File: src/rtl/pipe_stage_buf_if.sv
// Valid/ready stream link carrying one opaque payload bundle between pipeline stages.
// Ports: valid, ready, data[W-1:0]; master drives valid/data, slave drives ready.
// The same link type serves both the upstream and downstream side of a stage.
interface pipe_stage_buf_if #(
    parameter int W = 144
);
    logic         valid;
    logic         ready;
    logic [W-1:0] data;

    modport master (output valid, output data, input ready);
    modport slave  (input valid, input data, output ready);
endinterface

File: src/rtl/pipe_stage_buf.sv
// Elastic pipeline-stage register with optional 2-entry skid, flush and scratch side channel.
// Latency: 1 cycle from up accept to dn_data/dn_valid; scratch channel also 1 cycle.
// Backpressure: SKID=1 gives registered up.ready (= skid empty); SKID=0 gives combinational up.ready.
// Ports: clk, rst (async active-low), flush, stall, up (slave link), dn (master link),
//        temp_req/temp_i -> temp_ack/temp_o scratch capture, occ = number of held entries.
module pipe_stage_buf #(
    parameter int DATA_W = 144,
    parameter int TEMP_W = 64,
    parameter int SKID   = 1
) (
    input  logic              clk,
    input  logic              rst,
    input  logic              flush,
    input  logic              stall,
    pipe_stage_buf_if.slave   up,
    pipe_stage_buf_if.master  dn,
    input  logic              temp_req,
    input  logic [TEMP_W-1:0] temp_i,
    output logic              temp_ack,
    output logic [TEMP_W-1:0] temp_o,
    output logic [1:0]        occ
);

    logic              main_vld;
    logic [DATA_W-1:0] main_dat;
    logic              skid_vld;
    logic [DATA_W-1:0] skid_dat;
    logic              up_rdy;
    logic              up_fire;
    logic              dn_fire;

    // With the skid present, ready depends only on a flop, which breaks the
    // combinational ready path back through the pipeline.
    assign up_rdy  = (SKID != 0) ? ~skid_vld
                                 : (~main_vld | (dn.ready & ~stall));
    assign up_fire = up.valid & up_rdy;
    assign dn_fire = main_vld & dn.ready & ~stall;

    assign up.ready = up_rdy;
    assign dn.valid = main_vld;
    assign dn.data  = main_dat;
    assign occ      = {1'b0, main_vld} + {1'b0, skid_vld};

    // Entry storage. The skid can only be occupied while main is occupied, so
    // an empty main never needs to look at the skid.
    always_ff @(posedge clk or negedge rst) begin
        if (!rst) begin
            main_vld <= 1'b0;
            main_dat <= '0;
            skid_vld <= 1'b0;
            skid_dat <= '0;
        end else if (flush) begin
            main_vld <= 1'b0;
            main_dat <= '0;
            skid_vld <= 1'b0;
            skid_dat <= '0;
        end else if (!main_vld) begin
            if (up_fire) begin
                main_vld <= 1'b1;
                main_dat <= up.data;
            end
        end else if (dn_fire) begin
            if (skid_vld) begin
                // up_rdy is low while the skid is full, so no new payload arrives here.
                main_dat <= skid_dat;
                skid_vld <= 1'b0;
            end else if (up_fire) begin
                main_dat <= up.data;
            end else begin
                // dn_data keeps the last delivered value while empty.
                main_vld <= 1'b0;
            end
        end else if (up_fire && (SKID != 0)) begin
            skid_vld <= 1'b1;
            skid_dat <= up.data;
        end
    end

    // Scratch side channel for iterative units: it only captures while the
    // pipeline is stalled, and reads back zero otherwise.
    always_ff @(posedge clk or negedge rst) begin
        if (!rst) begin
            temp_ack <= 1'b0;
            temp_o   <= '0;
        end else if (flush || !stall) begin
            temp_ack <= 1'b0;
            temp_o   <= '0;
        end else begin
            temp_ack <= temp_req;
            temp_o   <= temp_req ? temp_i : '0;
        end
    end

endmodule

File: src/flat_wrapper.sv
// flat-port wrapper written by rule: the top's interface ports become plain ports
module pipe_stage_buf_flat 
#(
    parameter int DATA_W = 144,
    parameter int TEMP_W = 64,
    parameter int SKID   = 1
)
  (clk, rst, flush, stall, temp_req, temp_i, temp_ack, temp_o, occ, up_valid, up_data, up_ready, dn_valid, dn_data, dn_ready);
  pipe_stage_buf_if #(.W(144)) up_i ();
  pipe_stage_buf_if #(.W(144)) dn_i ();
  input  logic clk;
  input  logic rst;
  input  logic flush;
  input  logic stall;
  input  logic temp_req;
  input  logic [TEMP_W-1:0] temp_i;
  output logic temp_ack;
  output logic [TEMP_W-1:0] temp_o;
  output logic [1:0] occ;
  input wire logic [$bits(up_i.valid)-1:0] up_valid;
  input wire logic [$bits(up_i.data)-1:0] up_data;
  output wire logic [$bits(up_i.ready)-1:0] up_ready;
  output wire logic [$bits(dn_i.valid)-1:0] dn_valid;
  output wire logic [$bits(dn_i.data)-1:0] dn_data;
  input wire logic [$bits(dn_i.ready)-1:0] dn_ready;
  assign up_i.valid = up_valid;
  assign up_i.data = up_data;
  assign up_ready = up_i.ready;
  assign dn_valid = dn_i.valid;
  assign dn_data = dn_i.data;
  assign dn_i.ready = dn_ready;
  pipe_stage_buf #(.DATA_W(DATA_W), .TEMP_W(TEMP_W), .SKID(SKID)) u_core (.clk(clk), .rst(rst), .flush(flush), .stall(stall), .up(up_i), .dn(dn_i), .temp_req(temp_req), .temp_i(temp_i), .temp_ack(temp_ack), .temp_o(temp_o), .occ(occ));
endmodule
File: config.mk
export PLATFORM = sky130hd
export DESIGN_NAME = pipe_stage_buf_flat
export DESIGN_NICKNAME = d
export VERILOG_FILES = /design/src/rtl/pipe_stage_buf_if.sv /design/src/rtl/pipe_stage_buf.sv /design/src/flat_wrapper.sv
export SDC_FILE = /design/constraint.sdc
export NUM_CORES = 1
export LEC_CHECK = 0
export CORE_MARGIN = 3
export CORE_UTILIZATION = 50
export DETAILED_ROUTE_END_ITERATION = 10
export PLACE_DENSITY = 0.82
export SLEW_MARGIN = 10
export SYNTH_ARGS = -nofsm -noshare
export SYNTH_HDL_FRONTEND = slang
export SYNTH_SLANG_ARGS = --single-unit
File: constraint.sdc
create_clock -name clk -period 2.5 [get_ports clk]
set_input_delay 0.25 -clock clk [delete_from_list [all_inputs] [get_ports clk]]
set_output_delay 0.25 -clock clk [all_outputs]
set_load 0.01 [all_outputs]
==> results of run 1 <==
[power by group through the flow]
stage	sequential (mW)	combinational, mW	clock, mW
finish	6.42	2.80	5.60
global route	6.47	3.00	5.95
CTS	6.42	2.79	5.70
detailed placement	6.51	2.77	0
global placement	6.49	2.70	0
floorplan	6.56	1.22	0
[logic make-up (layout without fill, tap and decap cells)]
family	Yosys count	in the layout	share of synthesized area [%]
other	0	3	0
adders and majority gates	1	1	0.0751
and+or+nand+nor	359	359	9.24
buffers and inverters	135	546	3.49
DFF	355	355	53.4
muxes	288	288	17.3
AOI/OAI and AO/OA	294	294	16.5
[worst reg2reg max path, cell delays in order, from the launching register on]
cell	delay (ns)
dfrtp_4	0.49
buf_4	0.21
inv_2	0.08
nor4_4	0.45
buf_4	0.40
a22o_1	0.22
[synthesized netlist by cell type, drive strengths merged]
cell	n	area share, %
ha	1	0.075
a41oi	1	0.098
a21oi	3	0.11
nor3	1	0.060
nor2b	1	0.038
a211oi	1	0.045
and2	64	2.4
nand2b	2	0.075
a22o	144	7.6
nor4	1	0.13
o21ai	1	0.030
buf	52	1.6
nor2	1	0.023
dfrtp	355	53
mux2i	288	17
a32o	144	8.7
nand2	289	6.5
clkbuf	81	1.8
inv	2	0.045
[area by class of cell]
| class | instances | area share [%] |
|---|---|---|
| Timing Repair Buffer | 476 | 21.5 |
| Multi-Input combinational cell | 942 | 31.6 |
| Sequential cell | 355 | 39.0 |
| Clock buffer | 56 | 5.18 |
| Inverter | 2 | 0.0439 |
| Tap cell | 442 | 2.42 |
| Clock inverter | 12 | 0.263 |
| Antenna cell | 3 | 0.0329 |
[through the flow]
step,util [%],setup slack [ns],instances,hold WS (ns),area (µm²)
after global routing,69.8,0.104,2288,0.255,22800
final,69.8,0.161,2288,0.279,22800
after detailed placement,65.8,0.280,2209,0.251,21500
after floorplan,-,0.689,1432,-0.0456,16600
after CTS,69.6,0.0168,2278,0.261,22800
after global placement,65.8,0.314,2209,0.252,21500
[worst paths after layout]
check	from	slack, ns	endpoint
max reg2reg	u_core.dn.valid$_DFF_PN0_	0.58	u_core.skid_dat[26]$_DFFE_PN0P_
min in group clk	temp_i[39]	0.28	u_core.temp_o[39]$_DFF_PN0_
min	rst	0.28	u_core.dn.data[86]$_DFFE_PN0P_
max in group asynchronous	rst	1.28	u_core.skid_dat[61]$_DFFE_PN0P_
max	u_core.dn.valid$_DFF_PN0_	0.16	occ[0]
min reg2reg	u_core.skid_dat[121]$_DFFE_PN0P_	0.50	u_core.skid_dat[121]$_DFFE_PN0P_
[routing by layer]
| layer | GRT usage, % | vias up | part of all wire, % |
|---|---|---|---|
| met3 | 6.51 | 87 | 8.6 |
| li1 | - | 6034 | - |
| met4 | 7.76 | 4 | 2.6 |
| met2 | 44.5 | 642 | 48 |
| met1 | 38.5 | 7019 | 41 |
| met5 | 0 | - | 0.053 |
[state kept, by name, summed over array words and instances (netlist names)]
register / cells
u_core.dn.data: 144
u_core.skid_dat: 144
u_core.temp_o: 64
u_core.dn.valid: 1
u_core.skid_vld: 1
u_core.temp_ack: 1
[what timing repair did]
action | 4_1_cts | 5_1_grt
hold buffers | 1 | 0
endpoints found under the setup margin | 0 | 1
endpoints found under the hold margin | 55 | 0
buffers inserted | 0 | 7
==> results.toml, run 1 <==
[grt]
grt_max_degree = 95
grt_overflow = 0
antenna_found_initial = 5
grt_pass1_vias = 14088
grt_pass1_wl_mm = 80.2
grt.total_usage_pct = 27.8

[worst_setup_path]
crit_type = "reg -> out"
cp_max_fo = 10
cpLargestDelayFamily = "buffers and inverters"
cp_num_buf_inv = 2
crit_slowest_cell = "dfrtp_4"
arrival_ns = 2.09
r2r_cells = 5
cp-start-kind = "flip-flop"
worstSetupPathDepth = 3
cpPeakStageDelay_ns = 0.54
required_ns = 2.25
worstSetupEndpointType = "output port"
path_cells = "buf_4, ha_1, clkdlybuf4s50_1"

[routing]
drc_errors = 0
dr.pass1.iters = 5
antenna_left = 0
drt_iter0_drc = 1101
via_per_inst = 6.03
num_vias = 13786
routedWlPerCell_um = 22.2
finalWirelength_mm = 50.9

[die]
die_x_um = 188
dieArea_um2 = 35500
start_util_pct = 50.9
core_area_um2 = 32700
die_h_um = 188
fp-row-count = 66
io_pins = 428

[placement]
gp_congestion = 0.820
dpl.hpwl_mm = 32.1
port_buffers = 427

[cts]
cts_resized = 0
clkTransAtPathRegs_ns = 0.06
clockBufferDepth = 3
cts-htree-levels = 2
cts_tree = "done"
clock_sink_count = 355
insertion_delay_ns = 0.53
ctsRootBufferMaster = "clkbuf_16"
cts_made_buffers = 39

[cells_and_area]
finalNetCount = 2032
multi_input_area_um2 = 7210
seqCellArea_um2 = 8890
fill_cells = 2385
area_growth_pct = 37.1
layout.cells.most_common_list = "425 x clkdlybuf4s50_1, 353 x dfrtp_1, 289 x nand2_1"
final_layout_size_suffix_gt1_share_pct = 6.62
layout_commonest_cell = "clkdlybuf4s50_1"

[pwr]
p_per_area_nw_per_um2 = 649
vdd_drop_max_mv = 0.545
power_switching_mw = 4.00
internal-power_mw = 10.8
power_switching_share_pct = 27.0
power_mw = 14.8
combinationalPowerShare_pct = 18.9
pwr-share-seq_pct = 43.3
leakage_nw = 10.5
p_clk_share_pct = 37.8

[sta]
slew_headroom_pct = 59.3
fmax_mhz = 428
setup-tns-final_ns = 0
finalClockSkew_ns = 0.0148
report.final.slew_viol_count = 0
hold_violations = 0
fin_crit_ns = 2.34
fin_crit_sh_pct = 93.5
rsz0062_at_grt = "no"
worstMarginPinSlew_ns = 0.610
setup_viol = 0

[synth]
synth.cell_area_um2 = 16600
syn_inst = 1432
syn_avg_cell_area_um2 = 11.6
syn_nets = 1648
synth-seq-area-share_pct = 53.4
synth_warnings = 0
ys_ff_latch = 355
ys_types = 23

[worst_hold_path]
hold_path.class = "in -> async"

[flow_run]
cap_viol_max_count = 0

[outcome]
status = "finished clean"
(Power assumes the default switching activity.)
==> inputs of run 2 (changes only) <==
--- a/config.mk
+++ b/config.mk
@@ -8,6 +8,7 @@
 export CORE_MARGIN = 3
 export CORE_UTILIZATION = 50
 export DETAILED_ROUTE_END_ITERATION = 10
+export GPL_ROUTABILITY_DRIVEN = 0
 export PLACE_DENSITY = 0.82
 export SLEW_MARGIN = 10
 export SYNTH_ARGS = -nofsm -noshare
==> results of run 2 <==
Final layout, timing and power as in run 1 (identical DEF).
==> inputs of run 3 (changes only) <==
--- a/config.mk
+++ b/config.mk
@@ -9,6 +9,7 @@
 export CORE_UTILIZATION = 50
 export DETAILED_ROUTE_END_ITERATION = 10
 export GPL_ROUTABILITY_DRIVEN = 0
+export MAX_ROUTING_LAYER = met4
 export PLACE_DENSITY = 0.82
 export SLEW_MARGIN = 10
 export SYNTH_ARGS = -nofsm -noshare
==> results.toml, run 3 (synthesis gave the netlist of run 1 again) <==
[routing]
num_vias = 13819
dr.pass1.iters = 5
drc_errors = 0
drt_iter0_drc = 1097
finalWirelength_mm = 50.7
antenna_left = 0
routedWlPerCell_um = 22.1
via_per_inst = 6.03

[sta]
fin_crit_ns = 2.34
fin_crit_sh_pct = 93.5
slew_headroom_pct = 58.9
report.final.slew_viol_count = 0
layout_setup_ws_ns = 0.163
setup_viol = 0
worstMarginPinSlew_ns = 0.616
setup-tns-final_ns = 0
fmax_mhz = 428
hold_violations = 0
rsz0062_at_grt = "no"
finalClockSkew_ns = 0.0151

[worst_setup_path]
cp-start-kind = "flip-flop"
crit_type = "reg -> out"
cpLargestDelayFamily = "buffers and inverters"
regToRegSetupSlack_ns = 0.59
cp_max_fo = 10
required_ns = 2.25
worstSetupEndpointType = "output port"
rr_endpoint = "u_core.skid_dat[26]$_DFFE_PN0P_"
cp_num_buf_inv = 2
crit_slowest_cell = "dfrtp_4"
arrival_ns = 2.09
r2r_start = "u_core.dn.valid$_DFF_PN0_"
cpPeakStageDelay_ns = 0.54
r2r_cells = 5
path_cells = "buf_4, ha_1, clkdlybuf4s50_1"

[cells_and_area]
area_growth_pct = 37.1
final_layout_size_suffix_gt1_share_pct = 6.62
finalInstanceArea_um2 = 22800
layout.cells.most_common_list = "425 x clkdlybuf4s50_1, 353 x dfrtp_1, 289 x nand2_1"
finalNetCount = 2032
layout_commonest_cell = "clkdlybuf4s50_1"

[grt]
grt_pass1_vias = 14097
grt_overflow = 0
grt.total_usage_pct = 28.7
grt_max_degree = 95
antenna_found_initial = 5
grt_pass1_wl_mm = 80.2

[die]
start_util_pct = 50.9
die_x_um = 188
core_area_um2 = 32700
fp-row-count = 66
die_h_um = 188
dieArea_um2 = 35500
io_pins = 428

[pwr]
power_switching_share_pct = 26.9
leakage_nw = 10.5
power_switching_mw = 3.99
p_clk_share_pct = 37.8
power_mw = 14.8
combinationalPowerShare_pct = 18.9
pwr-share-seq_pct = 43.4
vdd_drop_max_mv = 0.547
p_per_area_nw_per_um2 = 649
internal-power_mw = 10.8

[cts]
clkTransAtPathRegs_ns = 0.06
clockBufferDepth = 3
ctsRootBufferMaster = "clkbuf_16"
cts_made_buffers = 39
insertion_delay_ns = 0.53
clock_sink_count = 355
cts_tree = "done"
cts-htree-levels = 2
cts_resized = 0

[worst_hold_path]
hold_path.class = "in -> async"

[placement]
dpl.hpwl_mm = 32.1
port_buffers = 427
placed_cell_area_um2 = 21500
dp_slack_ns = 0.280

[outcome]
status = "finished clean"

[flow_run]
cap_viol_max_count = 0
==> run 3: cell count changes in the layout (fill, tap and decap cells not counted) <==
| cell | before | now |
|---|---|---|
| diode_2 | 3 | 6 |
==> run 3: timing repair <==
item / in CTS / in global routing
endpoints found under the hold margin: 55 / 0
hold buffers: 1 / 0
setup buffers: 0 / 7
setup endpoints to repair: 0 / 1
==> run 3: power groups by stage <==
stage | clock network, mW | logic (mW) | registers, mW
after floorplan | 0 | 1.22 | 6.56
after global placement | 0 | 2.70 | 6.49
after detailed placement | 0 | 2.77 | 6.51
after CTS | 5.70 | 2.79 | 6.42
after global routing | 5.95 | 3.00 | 6.47
final | 5.60 | 2.79 | 6.42
==> run 3: worst max-delay path by stage <==
stage,from,to,depth (start not counted)
2_1_floorplan,u_core.dn.valid$_DFF_PN0_,u_core.dn.data[116]$_DFFE_PN0P_,6
3_3_place_gp,flush,u_core.skid_dat[36]$_DFFE_PN0P_,4
3_5_place_dp,flush,u_core.skid_dat[26]$_DFFE_PN0P_,4
4_1_cts,u_core.dn.valid$_DFF_PN0_,occ[0],3
5_1_grt,u_core.dn.valid$_DFF_PN0_,occ[0],3
6_report,u_core.dn.valid$_DFF_PN0_,occ[0],3
==> run 3: metrics by stage <==
stage	std cells	util [%]	hold slack, ns
2_1_floorplan	1432	-	-0.0456
3_3_place_gp	2209	65.8	0.252
3_5_place_dp	2209	65.8	0.251
4_1_cts	2278	69.6	0.261
5_1_grt	2290	69.8	0.255
6_report	2291	69.8	0.282
==> run 3: area by class of cell <==
type	count	area [µm²]
timing repair buffer	476	4900
inverter	2	10.0
fill	2383	9870
multi-input combinational	942	7210
tap	442	553
antenna	6	15.0
clock inverter	12	60.1
sequential	355	8890
clock buffer	56	1180
==> run 3: per-layer routing <==
metal | share of wire (%) | vias to the layer above | track usage (%)
li1 | - | 6036 | -
met1 | 41 | 7073 | 38.7
met2 | 48 | 628 | 44.6
met3 | 7.9 | 82 | 5.90
met4 | 2.6 | 0 | 7.82
met5 | 0 | - | -
